[src/rtl/barcode_encoder.sv]
// rtl/barcode_encoder.sv - serial barcode line encoder (start bar, bit symbols, end bar, trailer)
module barcode_encoder #(
  parameter int MAX_BITS = 8,
  parameter int LW       = $clog2(MAX_BITS + 1),
  parameter int IDLE_GAP = 1
) (
  input  logic                Clk,
  input  logic                Rst,
  input  logic                Start,
  input  logic [MAX_BITS-1:0] Data,
  input  logic [LW-1:0]       Len,
  output logic                Ready,
  output logic                B,
  output logic                Done
);

  localparam int TW = (IDLE_GAP > 1) ? $clog2(IDLE_GAP) : 1;
  localparam logic [LW-1:0] MAX_LEN    = LW'(MAX_BITS);
  localparam logic [TW-1:0] TRAIL_LAST = TW'(IDLE_GAP - 1);

  typedef enum logic [2:0] {
    S_IDLE,
    S_START_BAR,
    S_GAP,
    S_SYM_BAR,
    S_END_BAR,
    S_TRAIL
  } state_t;

  state_t              state;
  logic [MAX_BITS-1:0] shreg;      // payload, next bit to send in the MSB
  logic [LW-1:0]       rem;        // payload bits not yet terminated by a bar
  logic [1:0]          gap_cnt;    // extra white cycles left in the current gap
  logic [TW-1:0]       trail_cnt;  // trailer cycles left after the current one

  logic [LW-1:0]       len_clamped;
  logic [MAX_BITS-1:0] data_aligned;
  logic [MAX_BITS-1:0] shreg_next;

  // Clamp the length and left-align the payload so bit Len-1 lands in the MSB
  always_comb begin
    len_clamped  = (Len > MAX_LEN) ? MAX_LEN : Len;
    data_aligned = Data << (MAX_LEN - len_clamped);
    shreg_next   = shreg << 1;
  end

  // Frame sequencer; B, Ready and Done are registered alongside the state
  always_ff @(posedge Clk or negedge Rst) begin
    if (!Rst) begin
      state     <= S_IDLE;
      shreg     <= '0;
      rem       <= '0;
      gap_cnt   <= '0;
      trail_cnt <= '0;
      B         <= 1'b0;
      Ready     <= 1'b1;
      Done      <= 1'b0;
    end else begin
      Done <= 1'b0;
      case (state)
        S_IDLE: begin
          if (Start) begin
            shreg <= data_aligned;
            rem   <= len_clamped;
            state <= S_START_BAR;
            B     <= 1'b1;
            Ready <= 1'b0;
          end
        end
        S_START_BAR: begin
          if (rem != '0) begin
            gap_cnt <= shreg[MAX_BITS-1] ? 2'd2 : 2'd0;
            state   <= S_GAP;
            B       <= 1'b0;
          end else begin
            state <= S_END_BAR;
            B     <= 1'b1;
          end
        end
        S_GAP: begin
          if (gap_cnt == 2'd0) begin
            state <= S_SYM_BAR;
            B     <= 1'b1;
          end else begin
            gap_cnt <= gap_cnt - 2'd1;
          end
        end
        S_SYM_BAR: begin
          shreg <= shreg_next;
          if (rem != '0) rem <= rem - 1'b1;
          if (rem > LW'(1)) begin
            gap_cnt <= shreg_next[MAX_BITS-1] ? 2'd2 : 2'd0;
            state   <= S_GAP;
            B       <= 1'b0;
          end else begin
            state <= S_END_BAR;
            B     <= 1'b1;
          end
        end
        S_END_BAR: begin
          trail_cnt <= TRAIL_LAST;
          state     <= S_TRAIL;
          B         <= 1'b0;
        end
        S_TRAIL: begin
          if (trail_cnt == '0) begin
            state <= S_IDLE;
            Ready <= 1'b1;
            Done  <= 1'b1;
          end else begin
            trail_cnt <= trail_cnt - 1'b1;
          end
        end
        default: begin
          state <= S_IDLE;
          B     <= 1'b0;
          Ready <= 1'b1;
        end
      endcase
    end
  end

endmodule

[config.mk]
export PLATFORM = sky130hd
export DESIGN_NAME = barcode_encoder
export DESIGN_NICKNAME = d
export VERILOG_FILES = /design/src/rtl/barcode_encoder.sv
export SDC_FILE = /design/constraint.sdc
export NUM_CORES = 1
export LEC_CHECK = 0
export BUFFER_PORTS_ARGS = -buffer_cell sky130_fd_sc_hd__buf_2
export CAP_MARGIN = 20
export CORE_AREA = 2 2 54 56
export DETAILED_ROUTE_END_ITERATION = 12
export DIE_AREA = 0 0 56 58
export GPL_TIMING_DRIVEN = 0
export PLACE_DENSITY = 0.85
export SLEW_MARGIN = 0
export SYNTH_ARGS = -nofsm -noshare
export SYNTH_HDL_FRONTEND = slang
export SYNTH_SLANG_ARGS = --single-unit
[constraint.sdc]
create_clock -name Clk -period 2.53 [get_ports Clk]
set_clock_uncertainty 0.1 [all_clocks]
set_input_delay 0.3795 -clock Clk [delete_from_list [all_inputs] [get_ports Clk]]
set_output_delay 0.3795 -clock Clk [all_outputs]
set_load 0.05 [all_outputs]
== Word-level counts from Yosys, hierarchy flattened ==
Cells that the tools add are included.

* Register bits: 21
* Input bits: 15
* Output and inout bits: 3
* Word-level logic and storage cells: 72

* $add $sub $neg: 4
* Magnitude comparators: 2
* Equal/unequal tests: 12
* Shifts and indexed selects: 1
* Mux-type cells: 30
* Bitwise logic cells: 2
* Reductions and logical operators: 13

{| class="wikitable"
|+ Operators by type and width
! cell !! count
|-
| 3-bit one-hot mux with 6 select lines || 1
|-
| 8-bit one-hot mux with 2 select lines || 1
|-
| 3-bit two-way mux || 5
|-
| 2-bit != test, second input constant || 7
|-
| 4-bit two-way mux || 3
|-
| 3-bit AND reduction || 4
|-
| 2-bit two-way mux || 5
|-
| 1-bit two-way mux || 9
|-
| 8-bit two-way mux || 1
|-
| 4-bit one-hot mux with 2 select lines || 1
|-
| 8-bit by 4-bit left shift with 8-bit output || 1
|-
| 3-bit by 2-bit == test with 1-bit output, second input constant || 2
|-
| 3-bit == test, second input constant || 2
|-
| 2-bit one-hot mux with 3 select lines || 1
|-
| 1-bit one-hot mux with 5 select lines || 1
|-
| 4-bit by 1-bit > comparator with 1-bit output, second input constant || 1
|-
| 4-bit > comparator, second input constant || 1
|-
| 4-bit AND reduction || 1
|-
| 2-bit nonzero test || 2
|-
| 4-bit nonzero test || 1
|-
| 4-bit OR reduction || 1
|-
| 4-bit by 1-bit subtractor with 4-bit output, second input constant || 1
|-
| 4-bit subtractor, first input constant || 1
|-
| 3-bit by 1-bit == test with 1-bit output, second input constant || 1
|-
| 9 further kinds || 10
|}

== Depth between registers and ports, before layout ==
* Depth in word-level cells: 6
* Depth in mapped cells: 9
* Gate-level depth less buffers: 7

== Worst setup path after synthesis ==
No wires, ideal clock.

* Kind: input -> register
* Start point: input port Len[0]
* End point: register shreg[4]
* Setup time: 0.130 ns
* Arrival time: 1.990 ns
* Data required time: 2.300 ns
* Slack: 0.310 ns
* Stages on the path: 8
* Buffers on the path: 1
* Path through: nor2b_1 buf_4 inv_2 ha_1 xor2_4 mux2_1 a211oi_1 o31ai_2

* Cells in the longest elaborated chain, start to end: 6

{| class="wikitable"
|+ Ends and longest elaborated chain
! item !! RTL line !! text
|-
| start: declaration || 11 || <nowiki>input logic [LW-1:0] Len,</nowiki>
|-
| 4-bit > comparator || 42 || <nowiki>len_clamped = (Len > MAX_LEN) ? MAX_LEN : Len;</nowiki>
|-
| 4-bit two-way mux * || 42 ||
|-
| 4-bit subtractor * || 43 || <nowiki>data_aligned = Data << (MAX_LEN - len_clamped);</nowiki>
|-
| 8-bit by 4-bit left shift with 8-bit output * || 43 ||
|-
| 8-bit two-way mux * || 62 || <nowiki>if (Start) begin</nowiki>
|-
| 8-bit one-hot mux with 2 select lines * || 60 || <nowiki>case (state)</nowiki>
|-
| end signal: assignment || 63 || <nowiki>shreg <= data_aligned;</nowiki>
|-
| end signal: assignment || 89 || <nowiki>shreg <= shreg_next;</nowiki>
|-
| end: declaration || 31 || <nowiki>logic [MAX_BITS-1:0] shreg;</nowiki>
|}

Mark *: on every way between the ends. The rest lies on a longest branch, timed or not. The select of a mux whose other input is x is not followed.
A chain may end at the register's enable or synchronous reset.

== Final worst setup path ==
* Start point: input port Len[3]
* End point: register shreg[4]

Same word-level chain as after synthesis.

==> impl_results.md <==
- Antenna Nets Post-Route: 0
- Num ports: 18
- Synth Net Count: 159
- CTS root buffer: clkbuf_4
- DRT iter0 DRCs: 29
- Final nets: 182
- Hold Startpoint: Data[0]
- MaxCap Viol Count: 0
- Hold Path Cell Cnt: 2
- Setup Viol. Count Final: 0
- Met2 Resource Use GR: 32.4%
- Mapped Area: 0.00138 mm2
- Met3 usage: 1.56%
- CTS Hold Bufs: 1
- Slew headroom: 64.4%
- Vias in the first global route: 1120
- Gr busiest metal: met2
- RR Endpoint: rem[2]
- Die H: 58 um
- Crit Path Class: input pin to flip-flop
- Core Footprint: 0.00266 mm2
- Row cnt: 19
- DRT Pass-1 Iters: 4
- Post-layout minimum cycle time: 2260 ps
- Worst slew pin tran: 534 ps
- Crit path largest cell delay: 370 ps
- Remaining DRCs: 0
- Htree depth: 1
- Hold Path Class: input pin to flip-flop
- CP cell instances: buf_2 -> nor2b_1 -> buf_4 -> inv_2 -> ha_1 -> xor2_4 -> mux2_1 -> a211oi_1 -> o31ai_2
- Clock sinks: 20
- Resized cells post-CTS: 0
- RSZ-0062 raised after global routing: no
- Clock latency on the worst-skew pair: 310 ps
- R2R setup slack: 420 ps
- CP max FO: 10
- Total congestion overflow: 0
- Initial Util: 51.7%
- Post-synth top flop: dfrtp_1
- Layout area overhead: 11.6%
- Maximum ir drop on the vdd rail: 0.000640 V
- Final Worst Setup Slack: 273 ps
- DP HPWL: 2130 um
- Yosys reg bits: 20
- Die area: 0.00325 mm2
- Power Density: 1050 mW/mm2
- Fmax: 443 MHz
- Die X: 56 um
- Wire length per cell: 14.6 um
- Antenna violations before repair: 0
- CTS tree: yes
- Syn avg cell area: 9.90 um2
- Crit path required time: 2620 ps
- Critical R2R Launch: rem[0]
- Most common cell after layout, fill and taps aside: dfrtp_1
- Met1 usage: 25.0%
- Max clock buf depth: 2
- Worst Hold Path EP: shreg[0]
- Critical Path AT: 2350 ps
- Port bufs: 17
- Critical Path End Type: flip-flop
- Startpoint types: input pin
- Register area share after synthesis: 36.5%
- Gr usage total: 19.3%
- Ant. Diodes: 0
- Dpl cells: 187
- Max-slew violations: 0
- Final Instance Count excl. Fillers: 192
- Yosys cell types: 46
- Num CTS Buffers: 3
- Syn. warnings: 0
- Global placement routability congestion: 0.912
- WP buf/inv: 3
- Worst path slowest cell: xor2_4
- First-pass GRT wire length: 4970 um
- Worst-path clk slew: 100 ps
- Vias per inst: 6.05
- Setup Buffers After CTS: 0
- Post-synth EDFFs: 0
- Layout cells sized above 1: 25.5%
- Worst hold margin: 289 ps
- Vias: 1162
- Pre-CTS setup slack: -67.4 ps
- Largest net degree at the start of global routing: 21
- Final wirelength: 2800 um
- Leak: 0.691 nW
- Asr flop ratio synth: 100%
- Leading cell types in the layout, fill and taps excluded: 19 x dfrtp_1, 18 x buf_2, 12 x o21ai_0
- Outcome: complete, no violations
- Period utilization: 89.2%
- Mapped Cells: 139
- CP delay by family, top: compound AO/OA/AOI/OAI gates
- Setup TNS: 0 ps
- Final Hold Vio Count: 0
- R2R cell count: 7
-- cells in the mapped netlist, drive strengths merged (2+ instances only) --
cell type / count / share of area (%)
or3: 2 / 1.3
nor2: 12 / 3.8
a21oi: 9 / 3.3
ha: 5 / 4.5
a21o: 4 / 2.2
mux4: 3 / 4.9
buf: 4 / 2.5
nand2b: 3 / 1.9
nor3: 3 / 1.1
a22oi: 4 / 2.2
mux2i: 6 / 4.4
mux2: 5 / 4.1
dfrtp: 19 / 35
nand3: 3 / 1.1
clkbuf: 2 / 0.55
a22o: 3 / 1.9
a211oi: 3 / 1.6
nand2: 10 / 2.7
o21ai: 12 / 4.4
nand3b: 2 / 1.1
inv: 6 / 1.6
o31ai: 2 / 1.8
-- final cells by class --
type	count	area, um2
repair buffers	18	95.1
flip-flops and latches	20	502
multi-input cells	107	810
well taps	31	38.8
clock buffers	4	26.3
inverters	6	22.5
fillers	250	1130
plain buffers	6	42.5
-- where the power goes --
group	total, mW	leakage (nW)	internal, mW	switching, mW
combinational	0.896	0.423	0.394	0.502
clock	0.162	0.0150	0.0617	0.0999
sequential	0.552	0.254	0.451	0.101
total	1.61	0.691	0.907	0.703
-- worst max-delay path by stage --
stage                 from        to  cells after the start
floorplan           Len[0]  shreg[4]                      8
global placement    Len[3]  shreg[4]                      9
detailed placement  Len[3]  shreg[4]                      9
CTS                 Len[3]  shreg[4]                      9
global route        Len[3]  shreg[4]                      9
finish              Len[3]  shreg[4]                      9
-- per-layer routing --
metal / vias up / share of wire [%]
met1: 556 / 45
met3: 7 / 4.5
li1: 558 / -
met5: - / 0
met2: 41 / 48
met4: 0 / 2.9
-- through the flow --
stage | instance area [um2] | total power, mW | utilization [%]
2_1_floorplan | 1380 | 1.25 | -
5_1_grt | 1540 | 1.75 | 57.7
3_5_place_dp | 1500 | 1.45 | 56.3
4_1_cts | 1540 | 1.61 | 57.7
3_3_place_gp | 1500 | 1.40 | 56.3
6_report | 1540 | 1.61 | 57.7
-- state kept, by name, summed over array words and instances, names as in the netlist --
| name | cells |
|---|---|
| shreg | 8 |
| rem | 4 |
| state | 3 |
| gap_cnt | 2 |
| B | 1 |
| Done | 1 |
| Ready | 1 |
-- cells by family (layout without fill, tap and decap cells) --
| family | count (synthesis) | in the layout | share of synthesized area [%] |
|---|---|---|---|
| DFF | 20 | 20 | 36.5 |
| adders and majority gates | 5 | 5 | 4.55 |
| muxes | 14 | 14 | 13.4 |
| buffers and inverters | 12 | 34 | 4.73 |
| xor gates and xnor gates | 1 | 1 | 2.00 |
| and+or+nand+nor | 43 | 43 | 17.2 |
| AOI/OAI and AO/OA | 44 | 44 | 21.7 |
No activity file was read; power rests on OpenSTA's default activity.
